==> config.mk <==
export PLATFORM = sky130hd
export DESIGN_NAME = answer_round_ctrl_flat
export DESIGN_NICKNAME = d
export VERILOG_FILES = /design/src/rtl/game_pkg.sv /design/src/rtl/answer_round_ctrl_if.sv /design/src/rtl/answer_validator.sv /design/src/rtl/answer_round_ctrl.sv /design/src/flat_wrapper.sv
export SDC_FILE = /design/constraint.sdc
export NUM_CORES = 1
export LEC_CHECK = 0
export CORE_ASPECT_RATIO = 1.1
export CORE_MARGIN = 2
export CORE_UTILIZATION = 40
export DETAILED_ROUTE_END_ITERATION = 8
export PLACE_DENSITY = 0.66
export RECOVER_POWER = 25
export SYNTH_ARGS = -nofsm -noshare
export SYNTH_HDL_FRONTEND = slang
export SYNTH_HIERARCHICAL = 1
export SYNTH_SLANG_ARGS = --single-unit
==> constraint.sdc <==
create_clock -name clk -period 2.5 [get_ports clk]
set_input_delay 0.25 -clock clk [delete_from_list [all_inputs] [get_ports clk]]
set_output_delay 0.25 -clock clk [all_outputs]
set_load 0.1 [all_outputs]
==> src/rtl/game_pkg.sv <==
// Shared constants, round-sequencer state encoding and digit range check for the guessing game.
package game_pkg;
  localparam int DIGIT_W    = 4;
  localparam int NUM_DIGITS = 8;
  localparam int WORD_W     = DIGIT_W * NUM_DIGITS;
  localparam logic [DIGIT_W-1:0] DIGIT_MIN = 4'd1;
  localparam logic [DIGIT_W-1:0] DIGIT_MAX = 4'd8;

  typedef enum logic [3:0] {
    S_IDLE, S_REQ, S_WAIT_WE, S_READY, S_CHECK, S_RESULT, S_WON, S_LOST, S_ERR
  } arc_state_e;

  function automatic logic digit_ok(input logic [DIGIT_W-1:0] d);
    return (d >= DIGIT_MIN) && (d <= DIGIT_MAX);
  endfunction
endpackage

==> src/rtl/answer_round_ctrl_if.sv <==
// Game-side bus of answer_round_ctrl: PRNG handshake, guess entry and status.
// answer_reveal exists only when ANSWER_REVEAL_EN is defined.
interface answer_round_ctrl_if;
  import game_pkg::*;
  logic              new_game;
  logic              change_answer;
  logic [WORD_W-1:0] rng_value;
  logic              rng_we;
  logic [WORD_W-1:0] guess;
  logic              guess_valid;
  logic              guess_ready;
  logic              result_valid;
  logic [3:0]        strikes;
  logic [3:0]        tries_left;
  logic              win;
  logic              lose;
  logic              busy;
  logic              err;
`ifdef ANSWER_REVEAL_EN
  logic [WORD_W-1:0] answer_reveal;
`endif

  modport slave (
`ifdef ANSWER_REVEAL_EN
    output answer_reveal,
`endif
    input  new_game, rng_value, rng_we, guess, guess_valid,
    output change_answer, guess_ready, result_valid, strikes, tries_left,
           win, lose, busy, err
  );

  modport master (
`ifdef ANSWER_REVEAL_EN
    input  answer_reveal,
`endif
    output new_game, rng_value, rng_we, guess, guess_valid,
    input  change_answer, guess_ready, result_valid, strikes, tries_left,
           win, lose, busy, err
  );
endinterface

==> src/rtl/answer_validator.sv <==
// Combinational check that every nibble of an 8-digit word lies in the playable digit range.
module answer_validator
  import game_pkg::*;
(
  input  logic [WORD_W-1:0] value_i,
  output logic              valid_o
);
  logic [NUM_DIGITS-1:0] ok;

  for (genvar i = 0; i < NUM_DIGITS; i++) begin : g_dig
    assign ok[i] = digit_ok(value_i[i*DIGIT_W +: DIGIT_W]);
  end

  assign valid_o = &ok;
endmodule

==> src/rtl/answer_round_ctrl.sv <==
// Round sequencer: fetches and validates a PRNG answer, scores guesses digit-serially, tracks tries.
// Define ANSWER_REVEAL_EN to expose the latched answer on answer_reveal.
module answer_round_ctrl
  import game_pkg::*;
#(
  parameter int MAX_TRIES  = 10,
  parameter int WE_TIMEOUT = 15,
  parameter int MAX_RETRY  = 3
) (
  input  logic               clk,
  input  logic               rst,
  answer_round_ctrl_if.slave bus
);
  localparam int TW = $clog2(WE_TIMEOUT + 1);
  localparam int RW = $clog2(MAX_RETRY + 1);

  arc_state_e        state_q;
  logic [WORD_W-1:0] answer_q, guess_q;
  logic [TW-1:0]     timer_q;
  logic [RW-1:0]     retry_q, retry_d;
  logic [2:0]        idx_q;
  logic [3:0]        cnt_q, cnt_d, strikes_q, tries_q;
  logic              rng_ok, match;

  answer_validator u_val (.value_i(bus.rng_value), .valid_o(rng_ok));

  assign retry_d = retry_q + RW'(1);
  assign match   = guess_q[idx_q*DIGIT_W +: DIGIT_W] == answer_q[idx_q*DIGIT_W +: DIGIT_W];
  assign cnt_d   = cnt_q + {3'b000, match};

  always_ff @(posedge clk or posedge rst) begin
    if (rst) begin
      state_q   <= S_IDLE;
      answer_q  <= '0;
      guess_q   <= '0;
      timer_q   <= '0;
      retry_q   <= '0;
      idx_q     <= '0;
      cnt_q     <= '0;
      strikes_q <= '0;
      tries_q   <= '0;
    end else if (bus.new_game && (state_q inside {S_IDLE, S_READY, S_WON, S_LOST, S_ERR})) begin
      // Restart beats a same-cycle guess handshake in READY.
      state_q <= S_REQ;
      retry_q <= '0;
      tries_q <= '0;
    end else begin
      case (state_q)
        S_REQ: begin
          timer_q <= '0;
          state_q <= S_WAIT_WE;
        end
        S_WAIT_WE: begin
          timer_q <= timer_q + TW'(1);
          if (bus.rng_we && rng_ok) begin
            answer_q <= bus.rng_value;
            tries_q  <= 4'(MAX_TRIES);
            state_q  <= S_READY;
          end else if (bus.rng_we || timer_q == TW'(WE_TIMEOUT - 1)) begin
            retry_q <= retry_d;
            state_q <= (retry_d < RW'(MAX_RETRY)) ? S_REQ : S_ERR;
          end
        end
        S_READY: if (bus.guess_valid) begin
          guess_q <= bus.guess;
          cnt_q   <= '0;
          idx_q   <= '0;
          state_q <= S_CHECK;
        end
        S_CHECK: begin
          cnt_q <= cnt_d;
          idx_q <= idx_q + 3'd1;
          if (idx_q == 3'd7) begin
            strikes_q <= cnt_d;
            state_q   <= S_RESULT;
          end
        end
        S_RESULT: begin
          if (strikes_q == 4'd8) begin
            state_q <= S_WON;
          end else begin
            tries_q <= tries_q - 4'd1;
            state_q <= (tries_q == 4'd1) ? S_LOST : S_READY;
          end
        end
        default: ;
      endcase
    end
  end

  assign bus.change_answer = state_q == S_REQ;
  assign bus.guess_ready   = state_q == S_READY;
  assign bus.result_valid  = state_q == S_RESULT;
  assign bus.strikes       = strikes_q;
  assign bus.tries_left    = tries_q;
  assign bus.win           = state_q == S_WON;
  assign bus.lose          = state_q == S_LOST;
  assign bus.err           = state_q == S_ERR;
  assign bus.busy          = state_q inside {S_REQ, S_WAIT_WE, S_CHECK, S_RESULT};
`ifdef ANSWER_REVEAL_EN
  assign bus.answer_reveal = (state_q inside {S_READY, S_CHECK, S_RESULT, S_WON, S_LOST})
                             ? answer_q : '0;
`endif
endmodule
==> src/flat_wrapper.sv <==
// flat-port wrapper written by rule: the top's interface ports become plain ports
module answer_round_ctrl_flat import game_pkg::*;
#(
  parameter int MAX_TRIES  = 10,
  parameter int WE_TIMEOUT = 15,
  parameter int MAX_RETRY  = 3
)
  (clk, rst, bus_new_game, bus_rng_value, bus_rng_we, bus_guess, bus_guess_valid, bus_change_answer, bus_guess_ready, bus_result_valid, bus_strikes, bus_tries_left, bus_win, bus_lose, bus_busy, bus_err);
  answer_round_ctrl_if bus_i ();
  input  logic clk;
  input  logic rst;
  input wire logic [$bits(bus_i.new_game)-1:0] bus_new_game;
  input wire logic [$bits(bus_i.rng_value)-1:0] bus_rng_value;
  input wire logic [$bits(bus_i.rng_we)-1:0] bus_rng_we;
  input wire logic [$bits(bus_i.guess)-1:0] bus_guess;
  input wire logic [$bits(bus_i.guess_valid)-1:0] bus_guess_valid;
  output wire logic [$bits(bus_i.change_answer)-1:0] bus_change_answer;
  output wire logic [$bits(bus_i.guess_ready)-1:0] bus_guess_ready;
  output wire logic [$bits(bus_i.result_valid)-1:0] bus_result_valid;
  output wire logic [$bits(bus_i.strikes)-1:0] bus_strikes;
  output wire logic [$bits(bus_i.tries_left)-1:0] bus_tries_left;
  output wire logic [$bits(bus_i.win)-1:0] bus_win;
  output wire logic [$bits(bus_i.lose)-1:0] bus_lose;
  output wire logic [$bits(bus_i.busy)-1:0] bus_busy;
  output wire logic [$bits(bus_i.err)-1:0] bus_err;
  assign bus_i.new_game = bus_new_game;
  assign bus_i.rng_value = bus_rng_value;
  assign bus_i.rng_we = bus_rng_we;
  assign bus_i.guess = bus_guess;
  assign bus_i.guess_valid = bus_guess_valid;
  assign bus_change_answer = bus_i.change_answer;
  assign bus_guess_ready = bus_i.guess_ready;
  assign bus_result_valid = bus_i.result_valid;
  assign bus_strikes = bus_i.strikes;
  assign bus_tries_left = bus_i.tries_left;
  assign bus_win = bus_i.win;
  assign bus_lose = bus_i.lose;
  assign bus_busy = bus_i.busy;
  assign bus_err = bus_i.err;
  answer_round_ctrl #(.MAX_TRIES(MAX_TRIES), .WE_TIMEOUT(WE_TIMEOUT), .MAX_RETRY(MAX_RETRY)) u_core (.clk(clk), .rst(rst), .bus(bus_i));
endmodule
# Word level (Yosys, flattened, before mapping)
# Cells that the tools add are included.
[word_totals] out_inout_bits=15 input_bits=69 regBits=89 wordCells=105
[classes] order_cmp=17 shift=2 reduce_logical=29 muxes=22 n_eq_ne=20 addsub=5 bitwise=1
[op_table] operator="variable part select 32 x 6 -> 4 bit" count=2
[op_table] operator="2-to-1 mux 4 bit" count=11
[op_table] operator=">= comparator 4 x 1 -> 1 bit, second input constant" count=8
[op_table] operator="less-or-equal comparator 4 bit, second input constant" count=8
[op_table] operator="one-hot mux 4 bit (2 select lines)" count=3
[op_table] operator="one-hot mux 4 bit (5 select lines)" count=1
[op_table] operator="AND reduction 3 bit" count=6
[op_table] operator="equality test 4 x 3 -> 1 bit, second input constant" count=4
[op_table] operator="equality test 4 bit, second input constant" count=3
[op_table] operator="logical AND 1 bit" count=10
[op_table] operator="equality test 4 x 1 -> 1 bit, second input constant" count=2
[op_table] operator="equality test 4 x 2 -> 1 bit, second input constant" count=2
[op_table] operator="2-to-1 mux 2 bit" count=4
[op_table] operator="AND reduction 8 bit" count=1
[op_table] operator="nonzero test 2 bit" count=4
[op_table] operator="2-to-1 mux 3 bit" count=2
[op_table] operator="inequality test 3 x 1 -> 1 bit, second input constant" count=2
[op_table] operator="inequality test 3 x 2 -> 1 bit, second input constant" count=2
[op_table] operator="one-hot mux 3 bit (2 select lines)" count=1
[op_table] operator="nonzero test 6 bit" count=1
[op_table] operator="nonzero test 5 bit" count=1
[op_table] operator="adder 4 x 1 -> 4 bit" count=1
[op_table] operator="adder 4 x 1 -> 4 bit, second input constant" count=1
[op_table] operator="equality test 4 bit" count=1
[op_table] operator="15 further kinds" count=15

# Longest topological paths before layout
# Gate-level depths: netlist of the first run.
[logic_depth] depth_word=7 mapped_depth=10 ltp_nobuf=10

# By module
# The synthesis of the first run kept the hierarchy.
[modules_own_cells] mod="answer_round_ctrl" n_inst=1 seq_area_each_um2=2227.1 cells_each=359 area_per_inst_um2=4388.0
[modules_own_cells] mod="answer_validator" n_inst=1 seq_area_each_um2=0.0 cells_each=21 area_per_inst_um2=157.7

# Least setup slack after synthesis of the first run
# Ideal clock, no wire load.
[synth_path] path_type="reg2reg" startpoint="register u_core.state_q[0]" endpoint="register u_core.timer_q[0]" setup_ps=128 n_path_buf=1 t_arrival_ps=3317 required_ps=2372 stages_incl_launch_ff=7 path_slack_ps=-945 synth_period_minus_slack_ps=3445 cell_sequence="dfrtp_1 > clkbuf_1 > nand2b_1 > nor3_1 > nor2_1 > nand2_1 > o21ai_0"
[synth_via] word_cells_on_any_way=13 cone_classes="eq/ne (6); mux (1); bitwise (1); reduce/logical (5)"
[synth_lines] item="start, declared" line="answer_round_ctrl.sv:17" source="arc_state_e state_q;"
[synth_lines] item="start signal, assigned" line="answer_round_ctrl.sv:61" source="state_q <= (retry_d < RW'(MAX_RETRY)) ? S_REQ : S_ERR;"
[synth_lines] item="start signal, assigned" line="answer_round_ctrl.sv:83" source="state_q <= (tries_q == 4'd1) ? S_LOST : S_READY;"
[synth_lines] item="equality test 4 x 1 -> 1 bit *"
[synth_lines] item="named net bus_change_answer" line="flat_wrapper.sv:17" source="output wire logic [$bits(bus_i.change_answer)-1:0] bus_change_answer;"
[synth_lines] item="nonzero test 2 bit (no source line)"
[synth_lines] item="AND reduction 2 bit (no source line)"
[synth_lines] item="end signal, assigned" line="answer_round_ctrl.sv:54" source="timer_q <= timer_q + TW'(1);"
[synth_lines] item="end, declared" line="answer_round_ctrl.sv:19" source="logic [TW-1:0] timer_q;"
# The timed path passes the listed nets; every way through them passes the cells marked *.
# A chain may end at the register's enable or synchronous reset.

# Worst setup path after layout of the first run
[layout_path] startpoint="register u_core.idx_q[0]" endpoint="register u_core.strikes_q[1] (netlist: u_core/bus.strikes[1])"
[layout_via] elab_chain_len=3 word_cells_on_any_way=6 cone_classes="add/sub (1); eq/ne (2); shift (2); reduce/logical (1)"
[layout_lines] item="start, declared" line="answer_round_ctrl.sv:21" source="logic [2:0] idx_q;"
[layout_lines] item="start signal, assigned" line="answer_round_ctrl.sv:72" source="idx_q <= idx_q + 3'd1;"
[layout_lines] item="variable part select 32 x 6 -> 4 bit" line="answer_round_ctrl.sv:28" source="assign match = guess_q[idx_q*DIGIT_W +: DIGIT_W] == answer_q[idx_q*DIGIT_W +: DIGIT_W];"
[layout_lines] item="equality test 4 bit *" line="answer_round_ctrl.sv:28"
[layout_lines] item="adder 4 x 1 -> 4 bit *" line="answer_round_ctrl.sv:29" source="assign cnt_d = cnt_q + {3'b000, match};"
[layout_lines] item="named net u_core.cnt_d[1]" line="answer_round_ctrl.sv:22" source="logic [3:0] cnt_q, cnt_d, strikes_q, tries_q;"
[layout_lines] item="end signal, assigned" line="answer_round_ctrl.sv:74" source="strikes_q <= cnt_d;"
[layout_lines] item="end, declared" line="answer_round_ctrl.sv:22"
# Marked as above.

==> summary.txt, run 1 <==
Clock tree
  • CTS clk-pin slew, worst paths: about 70 ps
  • # clock sinks: between 80 and 90
  • CTS tree: done
  • Clock Path Buffers: 2
  • H-tree Lvls: 3
  • Hold_buf cts: 0
  • Worst skew pair latency: between 300 and 400 ps
  • Root buf cell: clkbuf_16
  • CTS buffer count: 9

Critical path
  • Critical path data arrival time: 2670 ps
  • Worst path slowest cell: dfrtp_2
  • Critical path class: reg -> reg
  • Cell family with most CP delay: multiplexers
  • Worst r2r src: u_core/idx_q[0]$_DFFE_PP0P_
  • Startpoint types: flop
  • Critical path required time: approximately 2700 ps
  • CP max FO: 4
  • Cell chain of the critical path: buf_4 > mux4_2 > nor2_1 > a2111oi_2 > nor3b_2 > ha_2 > ha_1 > mux2_2
  • Crit. Startpoint: u_core/idx_q[0]$_DFFE_PP0P_
  • Max stage delay on crit path: 440 ps
  • WP buf/inv: 1
  • Crit path capture type: flop

STA
  • Final Max Tran Viols: 0
  • Final setup fails: 0
  • Setup_tns: 0 ps
  • Final hold violations: 0
  • Worst Max-Slew Pin Slew: between 1000 and 1500 ps
  • Skew final: around 6.4 ps
  • Relative slew slack: 0.231
  • Final period util: 0.979
  • Fmax: between 400 and 500 MHz
  • Final worst slack: around 53 ps
  • Final Critical Period: about 2400 ps

Logic synthesis
  • EDFF count, synth: 0
  • Netlist cell types: 53
  • Synth Area per Inst: ~12 um^2
  • Gate Count Post-Synth: 380
  • Sequential area share after synthesis: 0.490
  • Async SR Flop Fraction: 1.00
  • Syn_nets: between 400 and 500
  • FF+latch count, synth: 89
  • Synth Flop Type: dfrtp_1
  • Post-Synthesis Cell Area: roughly 4500 um^2
  • Synth warnings: 6

GRT
  • Antenna violations before repair: 0
  • Vias in the first global route: about 3600
  • Global-route wire length before repair: 17200 um
  • Overall Global Routing Usage: 0.179
  • GRT overflow: 0
  • Pin count of the biggest net entering global routing: 85

Cells and area
  • Final net count: around 580
  • # diodes: 0
  • Fraction of final layout cells sized beyond drive strength 1: 0.303
  • Final instance count without filler cells: around 650
  • Fill cells: approximately 960
  • P&R area growth vs syn: 35.5%
  • Fin area: just over 6000 um^2
  • Post-layout util: 0.559

Placement
  • DP HPWL: 7550 um
  • Dpl cells: roughly 630
  • IO buf count: 83
  • Dpl cell area: about 5800 um^2
  • Gpl congestion: just over 0.9
  • Dpl ws: -251 ps

Power and ir drop
  • PwrDens: approximately 1100 nW/um^2
  • Peak VDD IR: slightly below 0.8 mV
  • Leak: ~2.8 nW

Routing
  • Iter 0 DRT Violations: between 150 and 200
  • DRC Markers: 0
  • DR vias/cell: just over 5
  • DR vias: between 3000 and 4000
  • ANT nets after route: 0
  • WL final: a little over 10000 um
  • DRT Pass-1 Iters: 4
  • Mean routed wirelength per cell: roughly 16 um

Die
  • DIE AREA: ~12000 um^2
  • Initial Util: 0.413
  • Core area: 11000 um^2
  • Die width: around 110 um
  • Std-Cell Rows: 40
  • Die H: 116 um
  • I/O Pins: 84

Flow run
  • Max cap viols: 0

Run status
  • Outcome: completed

Worst hold path
  • Hold Path Class: in -> async
final timing paths:
path                                                           to  slack (ps)  cells past startpoint
worst min register to register  u_core/bus.strikes[3]$_DFFE_PP0P_         510                      2
max in group asynchronous             u_core/idx_q[0]$_DFFE_PP0P_         710                      3
worst max register to register  u_core/bus.strikes[1]$_DFFE_PP0P_          50                      8
worst max-delay path            u_core/bus.strikes[1]$_DFFE_PP0P_          50                      8
worst min-delay path                u_core/timer_q[3]$_DFFE_PP0P_         290                      2
min in group clk                  u_core/answer_q[10]$_DFFE_PP0P_         340                      3
worst register-to-register path, delay by kind of cell (launching register included):
kind            cells  cell delay, ps
simple gates        2             310
buf+inv             1             170
compound gates      1             320
fa+ha+maj           2             470
mux                 2             630
flops               1             440
power by group:
| part | leakage, nW | total, mW | switching, mW | internal (mW) |
|---|---|---|---|---|
| registers | 1.16 | 2.25 | 0.370 | 1.89 |
| clock network | 0.146 | 1.43 | 0.551 | 0.875 |
| logic | 1.46 | 3.16 | 1.78 | 1.38 |
final cells by class:
cell class / instances / area, um^2 / share of cell area
multi-input cells: 267 / 2250 / 0.365
flip-flops and latches: 89 / 2230 / 0.362
repair buffers: 123 / 1150 / 0.186
clock buffers: 11 / 233 / 0.0378
well taps: 147 / 184 / 0.0299
clock inverters: 5 / 80.1 / 0.0130
inverters: 10 / 38.8 / 0.00630
logic make-up (layout without fill, tap and decap cells):
group	Yosys count	after routing	synth area share
and+or+nand+nor	89	89	0.102
DFF	89	89	0.490
adders and majority gates	9	9	0.0248
xor gates and xnor gates	37	37	0.0713
buffers and inverters	24	149	0.0261
muxes	75	75	0.195
AOI/OAI and AO/OA	57	57	0.0908
synthesized netlist by cell type (all sizes together), types with 2 or more instances:
cell type	number	share of area
a211oi	2	0.0033
or3	3	0.0041
nand4	5	0.0069
a2111oi	2	0.0080
a21oi	6	0.0066
nand2	25	0.021
a21o	4	0.0066
o211a	2	0.0044
o21ai	16	0.018
o2bb2ai	2	0.0039
ha	9	0.025
o31ai	10	0.017
dfrtp	89	0.49
nor2b	2	0.0028
mux4	4	0.020
mux2	70	0.17
nor2	18	0.015
nor3	11	0.013
inv	10	0.0083
clkbuf	5	0.0041
nand3	3	0.0033
xor2	19	0.037
nand2b	5	0.0069
or4	8	0.013
xnor2	18	0.035
a31oi	2	0.0028
buf	9	0.014
and2	2	0.0028
per-layer routing:
metal | vias to the layer above | wire (um) | GRT usage
li1 | 1614 | - | -
met1 | 1637 | 4610 | 0.223
met2 | 98 | 5020 | 0.305
met3 | 16 | 511 | 0.0444
met4 | 0 | 217 | 0.0675
met5 | - | 0 | 0
layout by cell type (no fill, tap or decap), types with 5 or more instances in the layout:
| cell | n |
|---|---|
| nand2_1 | 25 |
| mux2_2 | 66 |
| nor3_1 | 8 |
| nor2_1 | 17 |
| ha_1 | 8 |
| clkbuf_16 | 9 |
| o21ai_0 | 15 |
| or4_1 | 8 |
| nand2b_1 | 5 |
| xnor2_1 | 18 |
| buf_4 | 50 |
| a21oi_1 | 6 |
| dfrtp_1 | 88 |
| inv_1 | 9 |
| xor2_1 | 19 |
| nand4_1 | 5 |
| o31ai_1 | 9 |
| clkdlybuf4s50_1 | 66 |
through the flow:
step                power, mW  hold slack (ps)
global route             7.25              299
CTS                      6.85              167
floorplan                4.46              385
detailed placement       5.35              500
global placement         5.28              491
finish                   6.84              289
repair_timing:
| item | 4_1_cts | 5_1_grt |
|---|---|---|
| gates resized for setup | 5 | 5 |
| setup buffers | 0 | 4 |
| endpoints found under the setup margin | 7 | 7 |
| endpoints found under the hold margin | 0 | 0 |
| pin swaps | 1 | 7 |
registers in the layout (all words and copies together), names as in the netlist:
name                   flops
u_core/answer_q           32
u_core/guess_q            32
u_core/bus.strikes         4
u_core/bus.tries_left      4
u_core/cnt_q               4
u_core/state_q             4
u_core/timer_q             4
u_core/idx_q               3
u_core/retry_q             2
Power figures use the tool's default switching activity.
==> inputs of run 2 (changes only) <==
Settings changed: PLACE_DENSITY 0.66 to unset.
Clock period 2.5 ns to 3 ns, I/O delays scaled along.
==> summary.txt, run 2 (synthesized netlist as in run 1, its figures left out) <==
STA
  • Final Critical Period: 2600 ps
  • Final hold violations: 0
  • Final period util: 0.866
  • Setup_tns: 0 ps
  • Worst Max-Slew Pin Slew: 1160 ps
  • Fmax: 385 MHz
  • Final Max Tran Viols: 0
  • Final setup fails: 0
  • RSZ-0062 raised after global routing: no
  • Fin Hold WS: roughly 510 ps
  • Final worst slack: slightly above 400 ps
  • Skew final: ~5.2 ps
  • Relative slew slack: 0.224

Placement
  • IO buf count: 83
  • Gpl congestion: between 0.8 and 0.9
  • Dpl ws: roughly 150 ps
  • DP HPWL: between 7000 and 8000 um
  • Dpl cell area: roughly 5600 um^2

Clock tree
  • CTS tree: done
  • Root buf cell: clkbuf_16
  • # clock sinks: between 80 and 90
  • Clock Path Buffers: 2
  • Post-CTS resize count: 0
  • CTS buffer count: 9
  • CTS clk-pin slew, worst paths: 60 ps
  • Post-CTS setup buffer count: 0
  • H-tree Lvls: 3
  • Hold_buf cts: 0
  • Worst skew pair latency: approximately 330 ps

Critical path
  • Startpoint types: flop
  • R2R Setup Slk: around 400 ps
  • Cell chain of the critical path: buf_4 > o311ai_0 > a21oi_1 > nor3b_1 > ha_1 > ha_1 > mux2_2
  • Worst R2R End: u_core/bus.strikes[1]$_DFFE_PP0P_
  • Critical Path Most Common Cell: ha_1
  • Worst R2R Path Depth: 7
  • Crit path capture type: flop
  • Worst r2r src: u_core/idx_q[1]$_DFFE_PP0P_
  • Worst setup path end: u_core/bus.strikes[1]$_DFFE_PP0P_
  • Max stage delay on crit path: ~540 ps
  • Critical path required time: around 3200 ps
  • CP max FO: 10
  • Worst path slowest cell: dfrtp_1
  • Critical path class: reg -> reg
  • Crit. Startpoint: u_core/idx_q[1]$_DFFE_PP0P_
  • Critical path data arrival time: between 2000 and 3000 ps

Die
  • Initial Util: 0.413
  • Die H: ~120 um
  • Core area: 11000 um^2
  • DIE AREA: 12200 um^2
  • Die width: around 110 um
  • I/O Pins: 84
  • Std-Cell Rows: 40

Cells and area
  • Top Registers: u_core/answer_q (32), u_core/guess_q (32)
  • P&R area growth vs syn: 28.4%
  • Most frequent cells in the layout: dfrtp_1, clkdlybuf4s50_1, mux2_2, nand2_1, buf_4
  • Leading cell type in the layout, fill and taps excluded: dfrtp_1
  • # diodes: 0
  • Fraction of final layout cells sized beyond drive strength 1: 0.243
  • Final net count: ~550
  • Fin area: 5840 um^2

Routing
  • DRC Markers: 0
  • DR vias/cell: a little over 5
  • DR vias: approximately 3200
  • Mean routed wirelength per cell: 15.6 um
  • ANT nets after route: 0
  • DRT Pass-1 Iters: 4
  • WL final: between 9000 and 10000 um
  • Iter 0 DRT Violations: about 140

Run status
  • Outcome: completed

GRT
  • Overall Global Routing Usage: 0.169
  • Pin count of the biggest net entering global routing: between 60 and 70
  • GRT overflow: 0
  • Vias in the first global route: about 3400
  • Global-route wire length before repair: 16400 um
  • Antenna violations before repair: 0

Power and ir drop
  • Leak: between 2 and 3 nW
  • Net switching power: 2.15 mW
  • PwrDens: a little over 900 nW/um^2
  • Reg power frac: 0.356
  • Internal power: about 3.2 mW
  • Proportion of power drawn by the clock network: 0.203
  • Peak VDD IR: ~0.66 mV
  • Net Sw Frac: 0.398
  • Logic gate share of total power: 0.441

Flow run
  • Max cap viols: 0

Worst hold path
  • Hold Path Class: reg -> reg
==> run 2: critical path: cells and delay by family (launching register included) <==
| kind | cells | cell delay, ps |
|---|---|---|
| AOI/OAI and AO/OA | 2 | 620 |
| adders and majority gates | 2 | 490 |
| buffers and inverters | 1 | 240 |
| DFF | 1 | 540 |
| muxes | 1 | 260 |
| and+or+nand+nor | 1 | 340 |
==> run 2: through the flow <==
| stage | cells | power [mW] | utilization |
|---|---|---|---|
| floorplan | 380 | 3.72 | - |
| global placement | 605 | 4.30 | 0.505 |
| detailed placement | 605 | 4.34 | 0.505 |
| CTS | 621 | 5.46 | 0.531 |
| global route | 621 | 5.75 | 0.530 |
| finish | 621 | 5.40 | 0.530 |
==> run 2: cell type report <==
type,instances,area [um^2]
clock inverters,3,40.0
clock buffers,13,250
repair buffers,92,886
multi-input cells,267,2210
fillers,1016,5170
well taps,147,184
inverters,10,38.8
flip-flops and latches,89,2230
==> run 2: per-layer routing <==
layer / track usage / wire, um
met1: 0.218 / 4370
met2: 0.289 / 4780
met3: 0.0366 / 461
met4: 0.0474 / 104
met5: 0 / 0
==> run 2: how the worst min path moves through the flow <==
stage	slack, ps	from	depth (start not counted)	to
floorplan	430	bus_guess[0]	1	u_core/guess_q[0]$_DFFE_PP0P_
global placement	500	u_core/guess_q[2]$_DFFE_PP0P_	1	u_core/guess_q[2]$_DFFE_PP0P_
detailed placement	500	u_core/bus.strikes[3]$_DFFE_PP0P_	2	u_core/bus.strikes[3]$_DFFE_PP0P_
CTS	320	rst	2	u_core/guess_q[10]$_DFFE_PP0P_
global route	540	u_core/guess_q[4]$_DFFE_PP0P_	1	u_core/guess_q[4]$_DFFE_PP0P_
finish	510	u_core/bus.strikes[3]$_DFFE_PP0P_	2	u_core/bus.strikes[3]$_DFFE_PP0P_
==> run 2: power groups by stage <==
stage | Clock, mW | Sequential (mW) | Combinational (mW)
6_report | 1.09 | 1.92 | 2.38
5_1_grt | 1.17 | 1.98 | 2.60
4_1_cts | 1.13 | 1.92 | 2.41
3_5_place_dp | 0 | 1.94 | 2.40
3_3_place_gp | 0 | 1.93 | 2.37
2_1_floorplan | 0 | 2.11 | 1.61
==> inputs of run 3 (changes only) <==
==> constraint.sdc (replaced) <==
create_clock -name clk -period 3 [get_ports clk]
set_input_delay 0.3 -clock clk [delete_from_list [all_inputs] [get_ports clk]]
set_output_delay 0.3 -clock clk [all_outputs]
set_load 0.01 [all_outputs]
==> summary.txt, run 3 (synthesized netlist as in run 1, its figures left out) <==
Run status
  • Outcome: finished with violations
  • Failing checks: max-capacitance violations, max-slew violations

STA
  • Final period util: 0.868
  • Final worst slack: around 400 ps
  • RSZ-0062 raised after global routing: no
  • Final Critical Period: approximately 2600 ps
  • Final Max Tran Viols: between 40 and 50
  • Relative slew slack: -0.375
  • Skew final: between 6 and 7 ps
  • Final hold violations: 0
  • Fmax: ~380 MHz
  • Setup_tns: 0 ps
  • Final setup fails: 0
  • Worst Max-Slew Pin Slew: 2050 ps

Clock tree
  • Clock Path Buffers: 2
  • H-tree Lvls: 3
  • CTS clk-pin slew, worst paths: roughly 60 ps
  • CTS buffer count: 9
  • CTS tree: done
  • Hold_buf cts: 0
  • Worst skew pair latency: 340 ps
  • Post-CTS setup buffer count: 0
  • Post-CTS resize count: 0
  • Root buf cell: clkbuf_16
  • # clock sinks: 89

GRT
  • Vias in the first global route: 3332
  • GRT overflow: 0
  • Pin count of the biggest net entering global routing: 47
  • Global-route wire length before repair: 16600 um
  • Overall Global Routing Usage: 0.172
  • Antenna violations before repair: 0

Placement
  • Dpl ws: between 100 and 150 ps
  • Dpl cells: roughly 610
  • IO buf count: 83
  • DP HPWL: ~7200 um
  • Gpl congestion: between 0.8 and 0.9

Routing
  • DR vias/cell: between 5 and 6
  • DR vias: around 3200
  • DRC Markers: 0
  • Iter 0 DRT Violations: 101
  • Mean routed wirelength per cell: between 15 and 20 um
  • ANT nets after route: 0
  • WL final: 9790 um
  • DRT Pass-1 Iters: 4

Cells and area
  • Most frequent cells in the layout: dfrtp_1, clkdlybuf4s50_1, mux2_2, nand2_1, xor2_1
  • P&R area growth vs syn: 29.5%
  • Final net count: about 550
  • # diodes: 0
  • Fraction of final layout cells sized beyond drive strength 1: 0.215
  • Leading cell type in the layout, fill and taps excluded: dfrtp_1
  • Final instance count without filler cells: 622
  • Top Registers: u_core/answer_q (32), u_core/guess_q (32)

Power and ir drop
  • Net switching power: around 1.6 mW
  • PwrDens: roughly 830 nW/um^2
  • Net Sw Frac: 0.330
  • Peak VDD IR: between 0.5 and 0.6 mV
  • Leak: roughly 2.6 nW
  • Proportion of power drawn by the clock network: 0.231
  • Logic gate share of total power: 0.377
  • Reg power frac: 0.392
  • Internal power: between 3 and 4 mW

Critical path
  • Critical path class: reg -> reg
  • Critical path data arrival time: 2820 ps
  • CP max FO: 6
  • Crit path capture type: flop
  • Startpoint types: flop
  • Critical path required time: approximately 3200 ps
  • R2R Setup Slk: ~400 ps

Die
  • DIE AREA: 12200 um^2
  • I/O Pins: 84
  • Initial Util: 0.413
  • Std-Cell Rows: 40
  • Core area: between 10000 and 15000 um^2
  • Die width: 106 um
  • Die H: between 100 and 150 um

Flow run
  • Max cap viols: 1

Worst hold path
  • Hold Path Class: reg -> reg
-- run 3: cell count changes in the layout (fill, tap and decap cells not counted), moves of 2 or more --
cell and delta:
clkdlybuf4s50_1 +15, buf_4 -14, clkbuf_1 -3, nor3_1 +2, nor3_2 -2
-- run 3: worst paths after layout --
kind | start | cells after the start | endpoint
hold reg to reg | u_core/bus.strikes[2]$_DFFE_PP0P_ | 2 | u_core/bus.strikes[2]$_DFFE_PP0P_
setup / recovery | u_core/idx_q[0]$_DFFE_PP0P_ | 6 | u_core/bus.strikes[1]$_DFFE_PP0P_
min in group asynchronous | rst | 2 | u_core/state_q[1]$_DFFE_PP0P_
hold / removal | u_core/bus.strikes[2]$_DFFE_PP0P_ | 2 | u_core/bus.strikes[2]$_DFFE_PP0P_
setup reg to reg | u_core/idx_q[0]$_DFFE_PP0P_ | 6 | u_core/bus.strikes[1]$_DFFE_PP0P_
max in group asynchronous | rst | 3 | u_core/guess_q[13]$_DFFE_PP0P_
-- run 3: stage by stage --
step | hold WS [ps] | power [mW] | utilization | cell area (um^2)
after floorplan | 435 | 3.18 | - | 4550
after global placement | 497 | 3.77 | 0.508 | 5600
after detailed placement | 494 | 3.82 | 0.508 | 5600
after CTS | 458 | 4.98 | 0.536 | 5900
after global routing | 533 | 5.28 | 0.535 | 5890
final | 501 | 4.91 | 0.535 | 5890
-- run 3: final cells by class --
cell class                      count  area (um^2)
Sequential cell                    89         2230
Multi-Input combinational cell    267         2200
Inverter                           10         38.8
Clock inverter                      5         53.8
Tap cell                          147          184
Timing Repair Buffer               93          928
Clock buffer                       11          253
Fill cell                         987         5120
-- run 3: routing by layer --
metal	GRT usage	share of wire	up-vias
met5	0	0	-
met2	0.292	0.49	90
li1	-	-	1554
met4	0.0482	0.011	0
met3	0.0366	0.055	8
met1	0.224	0.45	1582
-- run 3: worst max-delay path, cell delays in order, from the launching register on --
cell,delay [ps]
dfrtp_1,490
mux4_2,550
a2111oi_0,360
nor3b_1,330
ha_1,240
ha_1,260
mux2_2,260
-- run 3: power groups by stage --
stage	Clock (mW)	Combinational (mW)	Sequential [mW]
2_1_floorplan	0	1.35	1.83
3_3_place_gp	0	1.83	1.94
3_5_place_dp	0	1.87	1.95
4_1_cts	1.17	1.88	1.93
5_1_grt	1.22	2.07	1.99
6_report	1.13	1.85	1.93
